**src/rtl/biquad_coef_loader.sv**
```systemverilog
// Byte-serial coefficient loader for a biquad: assembles coefficients into a shadow bank and bursts them on COMMIT.
// Optional per-frame XOR checksum on WRITE frames is enabled by defining BIQUAD_LOADER_CHECKSUM_EN.
module biquad_coef_loader #(
    parameter int data_width = 16
) (
    input  logic                  clk,
    input  logic                  reset,
    input  logic [7:0]            in_data,
    input  logic                  in_valid,
    output logic                  in_ready,
    input  logic                  filter_ready,
    output logic                  hold,
    output logic [data_width-1:0] param_out,
    output logic [2:0]            param_target,
    output logic                  write_param,
    output logic                  err
);
    localparam int         NB         = data_width / 8;
    localparam logic [1:0] CNT_LAST   = 2'(NB - 1);
    localparam logic [2:0] IDX_MAX    = 3'd4;
    localparam logic [1:0] CMD_WRITE  = 2'b00;
    localparam logic [1:0] CMD_COMMIT = 2'b01;
    localparam logic [1:0] CMD_CLEAR  = 2'b10;
    localparam logic [1:0] CMD_CLRERR = 2'b11;

    typedef enum logic [2:0] {
        ST_IDLE    = 3'd0,
        ST_PAYLOAD = 3'd1,
        ST_HOLD    = 3'd2,
`ifdef BIQUAD_LOADER_CHECKSUM_EN
        ST_BURST   = 3'd3,
        ST_CHECK   = 3'd4
`else
        ST_BURST   = 3'd3
`endif
    } state_t;

    state_t                state_q, state_d;
    logic [1:0]            cnt_q, cnt_d;
    logic [2:0]            idx_q, idx_d;
    logic [2:0]            k_q, k_d;
    logic [data_width-1:0] asm_q, asm_d;
    logic [data_width-1:0] shadow_q [5];
    logic [data_width-1:0] shadow_d [5];
    logic                  hold_q, hold_d, hold_prev_q;
    logic                  in_ready_q, in_ready_d;
    logic                  write_param_q, write_param_d;
    logic                  err_q, err_d;
    logic [data_width-1:0] param_out_q, param_out_d;
    logic [2:0]            param_target_q, param_target_d;
    logic                  xfer_s;
    logic [data_width-1:0] assembled_s;
`ifdef BIQUAD_LOADER_CHECKSUM_EN
    logic [7:0]            csum_q, csum_d;

    function automatic logic [7:0] csum_step(input logic [7:0] acc, input logic [7:0] b);
        csum_step = acc ^ b;
    endfunction
`endif

    function automatic logic [data_width-1:0] shadow_sel(input logic [2:0] k,
                                                         input logic [data_width-1:0] bank [5]);
        case (k)
            3'd0:    shadow_sel = bank[0];
            3'd1:    shadow_sel = bank[1];
            3'd2:    shadow_sel = bank[2];
            3'd3:    shadow_sel = bank[3];
            3'd4:    shadow_sel = bank[4];
            default: shadow_sel = {data_width{1'b0}};
        endcase
    endfunction

    assign xfer_s      = in_valid && in_ready_q;
    assign assembled_s = data_width'({asm_q, in_data});

    // Next-state, shadow bank update and registered-output precomputation
    always_comb begin
        state_d        = state_q;
        cnt_d          = cnt_q;
        idx_d          = idx_q;
        k_d            = k_q;
        asm_d          = asm_q;
        shadow_d       = shadow_q;
        err_d          = err_q;
        write_param_d  = 1'b0;
        param_out_d    = param_out_q;
        param_target_d = param_target_q;
`ifdef BIQUAD_LOADER_CHECKSUM_EN
        csum_d         = csum_q;
`endif
        case (state_q)
            ST_IDLE: begin
                if (xfer_s) begin
                    case (in_data[7:6])
                        CMD_WRITE: begin
                            state_d = ST_PAYLOAD;
                            idx_d   = in_data[2:0];
                            cnt_d   = 2'd0;
`ifdef BIQUAD_LOADER_CHECKSUM_EN
                            csum_d  = in_data;
`endif
                        end
                        CMD_COMMIT: state_d = ST_HOLD;
                        CMD_CLEAR: begin
                            for (int i = 0; i < 5; i++) begin
                                shadow_d[i] = {data_width{1'b0}};
                            end
                        end
                        CMD_CLRERR: err_d = 1'b0;
                        default:    state_d = ST_IDLE;
                    endcase
                end else begin
                    state_d = ST_IDLE;
                end
            end
            ST_PAYLOAD: begin
                if (xfer_s) begin
                    asm_d = assembled_s;
`ifdef BIQUAD_LOADER_CHECKSUM_EN
                    csum_d = csum_step(csum_q, in_data);
`endif
                    if (cnt_q == CNT_LAST) begin
                        cnt_d = 2'd0;
`ifdef BIQUAD_LOADER_CHECKSUM_EN
                        state_d = ST_CHECK;
`else
                        state_d = ST_IDLE;
                        if (idx_q > IDX_MAX) begin
                            err_d = 1'b1;
                        end else begin
                            for (int i = 0; i < 5; i++) begin
                                shadow_d[i] = (idx_q == 3'(i)) ? assembled_s : shadow_q[i];
                            end
                        end
`endif
                    end else begin
                        cnt_d = cnt_q + 2'd1;
                    end
                end else begin
                    state_d = ST_PAYLOAD;
                end
            end
`ifdef BIQUAD_LOADER_CHECKSUM_EN
            ST_CHECK: begin
                if (xfer_s) begin
                    state_d = ST_IDLE;
                    if ((in_data != csum_q) || (idx_q > IDX_MAX)) begin
                        err_d = 1'b1;
                    end else begin
                        for (int i = 0; i < 5; i++) begin
                            shadow_d[i] = (idx_q == 3'(i)) ? asm_q : shadow_q[i];
                        end
                    end
                end else begin
                    state_d = ST_CHECK;
                end
            end
`endif
            ST_HOLD: begin
                // hold must have been visible for a full cycle so no start can slip past it
                if (hold_q && hold_prev_q && filter_ready) begin
                    state_d        = ST_BURST;
                    k_d            = 3'd0;
                    write_param_d  = 1'b1;
                    param_target_d = 3'd0;
                    param_out_d    = shadow_q[0];
                end else begin
                    state_d = ST_HOLD;
                end
            end
            ST_BURST: begin
                if (k_q == IDX_MAX) begin
                    state_d = ST_IDLE;
                end else begin
                    k_d            = k_q + 3'd1;
                    write_param_d  = 1'b1;
                    param_target_d = k_d;
                    param_out_d    = shadow_sel(k_d, shadow_q);
                end
            end
            default: state_d = ST_IDLE;
        endcase
        hold_d     = (state_d == ST_HOLD) || (state_d == ST_BURST);
        in_ready_d = !hold_d;
    end

    // State, shadow bank and registered outputs
    always_ff @(posedge clk) begin
        if (reset) begin
            state_q        <= ST_IDLE;
            cnt_q          <= 2'd0;
            idx_q          <= 3'd0;
            k_q            <= 3'd0;
            asm_q          <= {data_width{1'b0}};
            for (int i = 0; i < 5; i++) begin
                shadow_q[i] <= {data_width{1'b0}};
            end
            hold_q         <= 1'b0;
            hold_prev_q    <= 1'b0;
            in_ready_q     <= 1'b1;
            write_param_q  <= 1'b0;
            err_q          <= 1'b0;
            param_out_q    <= {data_width{1'b0}};
            param_target_q <= 3'd0;
`ifdef BIQUAD_LOADER_CHECKSUM_EN
            csum_q         <= 8'd0;
`endif
        end else begin
            state_q        <= state_d;
            cnt_q          <= cnt_d;
            idx_q          <= idx_d;
            k_q            <= k_d;
            asm_q          <= asm_d;
            shadow_q       <= shadow_d;
            hold_q         <= hold_d;
            hold_prev_q    <= hold_q;
            in_ready_q     <= in_ready_d;
            write_param_q  <= write_param_d;
            err_q          <= err_d;
            param_out_q    <= param_out_d;
            param_target_q <= param_target_d;
`ifdef BIQUAD_LOADER_CHECKSUM_EN
            csum_q         <= csum_d;
`endif
        end
    end

    assign in_ready     = in_ready_q;
    assign hold         = hold_q;
    assign param_out    = param_out_q;
    assign param_target = param_target_q;
    assign write_param  = write_param_q;
    assign err          = err_q;

endmodule

```
**config.mk**
```make
export PLATFORM = sky130hd
export DESIGN_NAME = biquad_coef_loader
export DESIGN_NICKNAME = d
export VERILOG_FILES = /design/src/rtl/biquad_coef_loader.sv
export SDC_FILE = /design/constraint.sdc
export NUM_CORES = 1
export LEC_CHECK = 0
export CAP_MARGIN = 20
export CORE_MARGIN = 8
export CORE_UTILIZATION = 46
export DETAILED_ROUTE_END_ITERATION = 7
export PLACE_DENSITY = 0.74
export SYNTH_ARGS = -nofsm -noshare
export SYNTH_HDL_FRONTEND = slang
export SYNTH_SLANG_ARGS = --single-unit
```
**constraint.sdc**
```tcl
create_clock -name clk -period 2.7 [get_ports clk]
set_input_delay 0.81 -clock clk [delete_from_list [all_inputs] [get_ports clk]]
set_output_delay 0.81 -clock clk [all_outputs]
set_load 0.05 [all_outputs]
```
==> flow_summary_export.csv <==
group,metric,value,unit
layout,fill_cells,952,
global_route,grt_pass1_vias,4254,
critical_path,path_buf_inv,1,
floorplan,ios,35,
cts,cts_sinks,120,
cts,ctsHoldBuffers,0,
floorplan,die_h,123,um
sta,fin_crit,2.62,ns
global_route,grt_max_degree,58,
cts,clock_latency,0.41,ns
critical_path,crit_path_end,"param_target[2]",
floorplan,initial_utilization,0.466,
cts,cts_buffers,17,
run,maxCapViolCount,0,
yosys,synthFlopType,"dfxtp_1",
layout,nets,606,
layout,drive_above_1_share,0.135,
floorplan,die-area,15100,um2
layout,mostFrequentLayoutCells,"dfxtp_1, nor2_1, mux2i_1, nand3_1, clkdlybuf4s50_1",
sta,tightest_slew,0.810,ns
floorplan,fp-row-count,39,
layout,regArea,2400,um2
layout,syn_to_final_growth,22.4,%
yosys,ys_ff_latch,120,
sta,clock_skew,0.00631,ns
place,place.gp.congestion,0.790,
critical_path,crit_start,"param_target[2]$_SDFFE_PP0P_",
min_path,min_path_cells,2,
status,outcome,"finished clean",
routing,first_iter_violations,369,
pwr,ir_worst_vdd,0.000618,V
critical_path,required,1.89,ns
cts,cts_resized,0,
critical_path,startpoint_type,"flip-flop",
floorplan,die_w,123,um
sta,maxSlewViolCount,0,
yosys,syn_area,5250,um2
global_route,grt_pass1_wl,21.8,mm
cts,postCtsSetupRepairBufs,0,
routing,wl,13.5,mm
cts,tritoncts,"yes",
layout,final_common_cell,"dfxtp_1",
cts,clk_pin_slew_worst_paths,0.06,ns
critical_path,crit_family,"buffers and inverters",
routing,firstDrtPassIters,7,
critical_path,path_class,"flip-flop to primary output",
yosys,yosysTopAreaCell,"dfxtp_1",
cts,clockBufferDepth,2,
sta,finalWorstSetupSlack,0.0769,ns
critical_path,cp_cell_sequence,"clkdlybuf4s50_1",
yosys,yosys_warnings,0,
critical_path,slowest_stage,"clkdlybuf4s50_1",
critical_path,max_stage_delay,0.88,ns
min_path,hp-class,"flip-flop to flip-flop",
routing,via_per_inst,5.83,
routing,wl_per_cell,18.1,um
critical_path,cp.depth,1,
cts,cts_root_buf,"clkbuf_16",
pwr,p_total,4.31,mW
pwr,p_leak,2.23,nW
critical_path,r2r_end,"param_out[3]$_SDFFE_PP0P_",
sta,fin_crit_sh,0.972,
routing,num_vias,4342,
place,hpwl,8.45,mm
global_route,grt-ovfl-total,0,
cts,htreeDepth,4,
yosys,synth_cell_types,45,
sta,fin_tns_setup,0,ns
critical_path,cp_data_arrival_time,1.81,ns
place,io_buffers,34,
global_route,grt_usage,0.186,
sta,slew_headroom,0.458,
pwr,pwr_density_cell,670,nW/um2
yosys,synth_top_area_share,0.457,
yosys,synthTopCellsByArea,"dfxtp_1, mux2i_1, nor2_1",
routing,drc,0,
place,dp_slack,0.178,ns
layout,antenna_cells,0,
sta,hold_viol,0,
layout,fin_util,0.570,
layout,multiInputGateArea,2610,um2
sta,max_freq,381,MHz
sta,rsz0062_at_grt,"false",
sta,setup_violations,0,
floorplan,coreArea,11300,um2
critical_path,reg2reg_from,"param_target[0]$_SDFFE_PP0P_",
yosys,synth_edf_count,0,
yosys,yosysSeqAreaShare,0.457,
yosys,async_flop_share,0,
global_route,antenna_found_initial,0,
critical_path,endpoint_kind,"primary output",
critical_path,r2r_cells,8,
yosys,syn_inst,559,
critical_path,cp_max_fo,7,
critical_path,regToRegSetupSlack,0.32,ns
routing,antenna_left,0,
yosys,synth.net_count,576,
yosys,syn_area_per_cell,9.39,um2
power by group:
group | internal, mW | switching [mW] | leakage (nW) | total (mW)
Sequential | 1.77 | 0.00386 | 0.967 | 1.78
Clock | 1.57 | 0.825 | 0.295 | 2.40
Combinational | 0.0533 | 0.0793 | 0.973 | 0.133
Total | 3.40 | 0.908 | 2.23 | 4.31
registers in the layout, indices dropped and copies added, names as in the netlist:
name          flops
param_out        16
shadow_q         80
cnt_q             2
write_param       1
in_ready          1
state_q           3
param_target      3
err               1
hold              1
hold_prev_q       1
asm_q             8
idx_q             3
per-layer routing:
metal  vias up  wire [um]  GRT usage
met5         -          0          0
met4         0        138     0.0670
met3         9        963     0.0511
met2       151       6360      0.294
met1      2096       6010      0.237
li1       2086          -          -
cell usage after synthesis (2+ instances only):
library cell and n:
a21oi_1 14, dfxtp_1 120, nand3_1 43, mux2i_1 85, buf_2 6, a21oi_4 2, nand2_1 11, buf_6 4
and3_2 10, ha_1 5, o21a_1 3, a222oi_1 16, o21ai_0 3, o211ai_1 16, clkbuf_1 36, a221oi_1 17
nor2b_1 3, and3_1 7, a21oi_2 3, nor3_1 18, inv_1 4, nor2_1 110
worst min-delay path by stage:
stage / startpoint / to / slack, ns
finish: asm_q[1]$_SDFFE_PP0P_ / asm_q[1]$_SDFFE_PP0P_ / 0.46
global route: asm_q[6]$_SDFFE_PP0P_ / asm_q[6]$_SDFFE_PP0P_ / 0.47
CTS: asm_q[1]$_SDFFE_PP0P_ / asm_q[1]$_SDFFE_PP0P_ / 0.46
detailed placement: asm_q[3]$_SDFFE_PP0P_ / asm_q[3]$_SDFFE_PP0P_ / 0.45
global placement: asm_q[7]$_SDFFE_PP0P_ / asm_q[7]$_SDFFE_PP0P_ / 0.44
floorplan: asm_q[0]$_SDFFE_PP0P_ / asm_q[0]$_SDFFE_PP0P_ / 0.43
worst min-delay path: stages (launching register included):
cell	delay (ns)
dfxtp_1	0.30
nand2_1	0.05
a21oi_1	0.05
cell families after synthesis:
logic type               Yosys count  synth area share
flip-flops                       120             0.457
AO/OA/AOI/OAI                     82             0.126
AND/OR/NAND/NOR                  213             0.190
adder cells (fa/ha/maj)            5            0.0119
other                              1          0.000714
XOR/XNOR                           2           0.00477
multiplexers                      85             0.162
buffers and inverters             51            0.0467
per-stage QoR:
step / hold slack [ns] / instances / area (um2)
global placement: 0.442 / 712 / 5780
detailed placement: 0.446 / 713 / 5790
finish: 0.456 / 745 / 6430
global route: 0.473 / 745 / 6430
floorplan: 0.432 / 559 / 5250
CTS: 0.458 / 745 / 6430
cell type report:
class                           count  share of cell area
Clock buffer                       18              0.0683
Sequential cell                   120               0.374
Timing Repair Buffer               58              0.0909
Tap cell                          143              0.0278
Multi-Input combinational cell    388               0.406
Clock inverter                     14              0.0308
Inverter                            4             0.00234
Note: power is estimated with default switching activity, not from simulation.
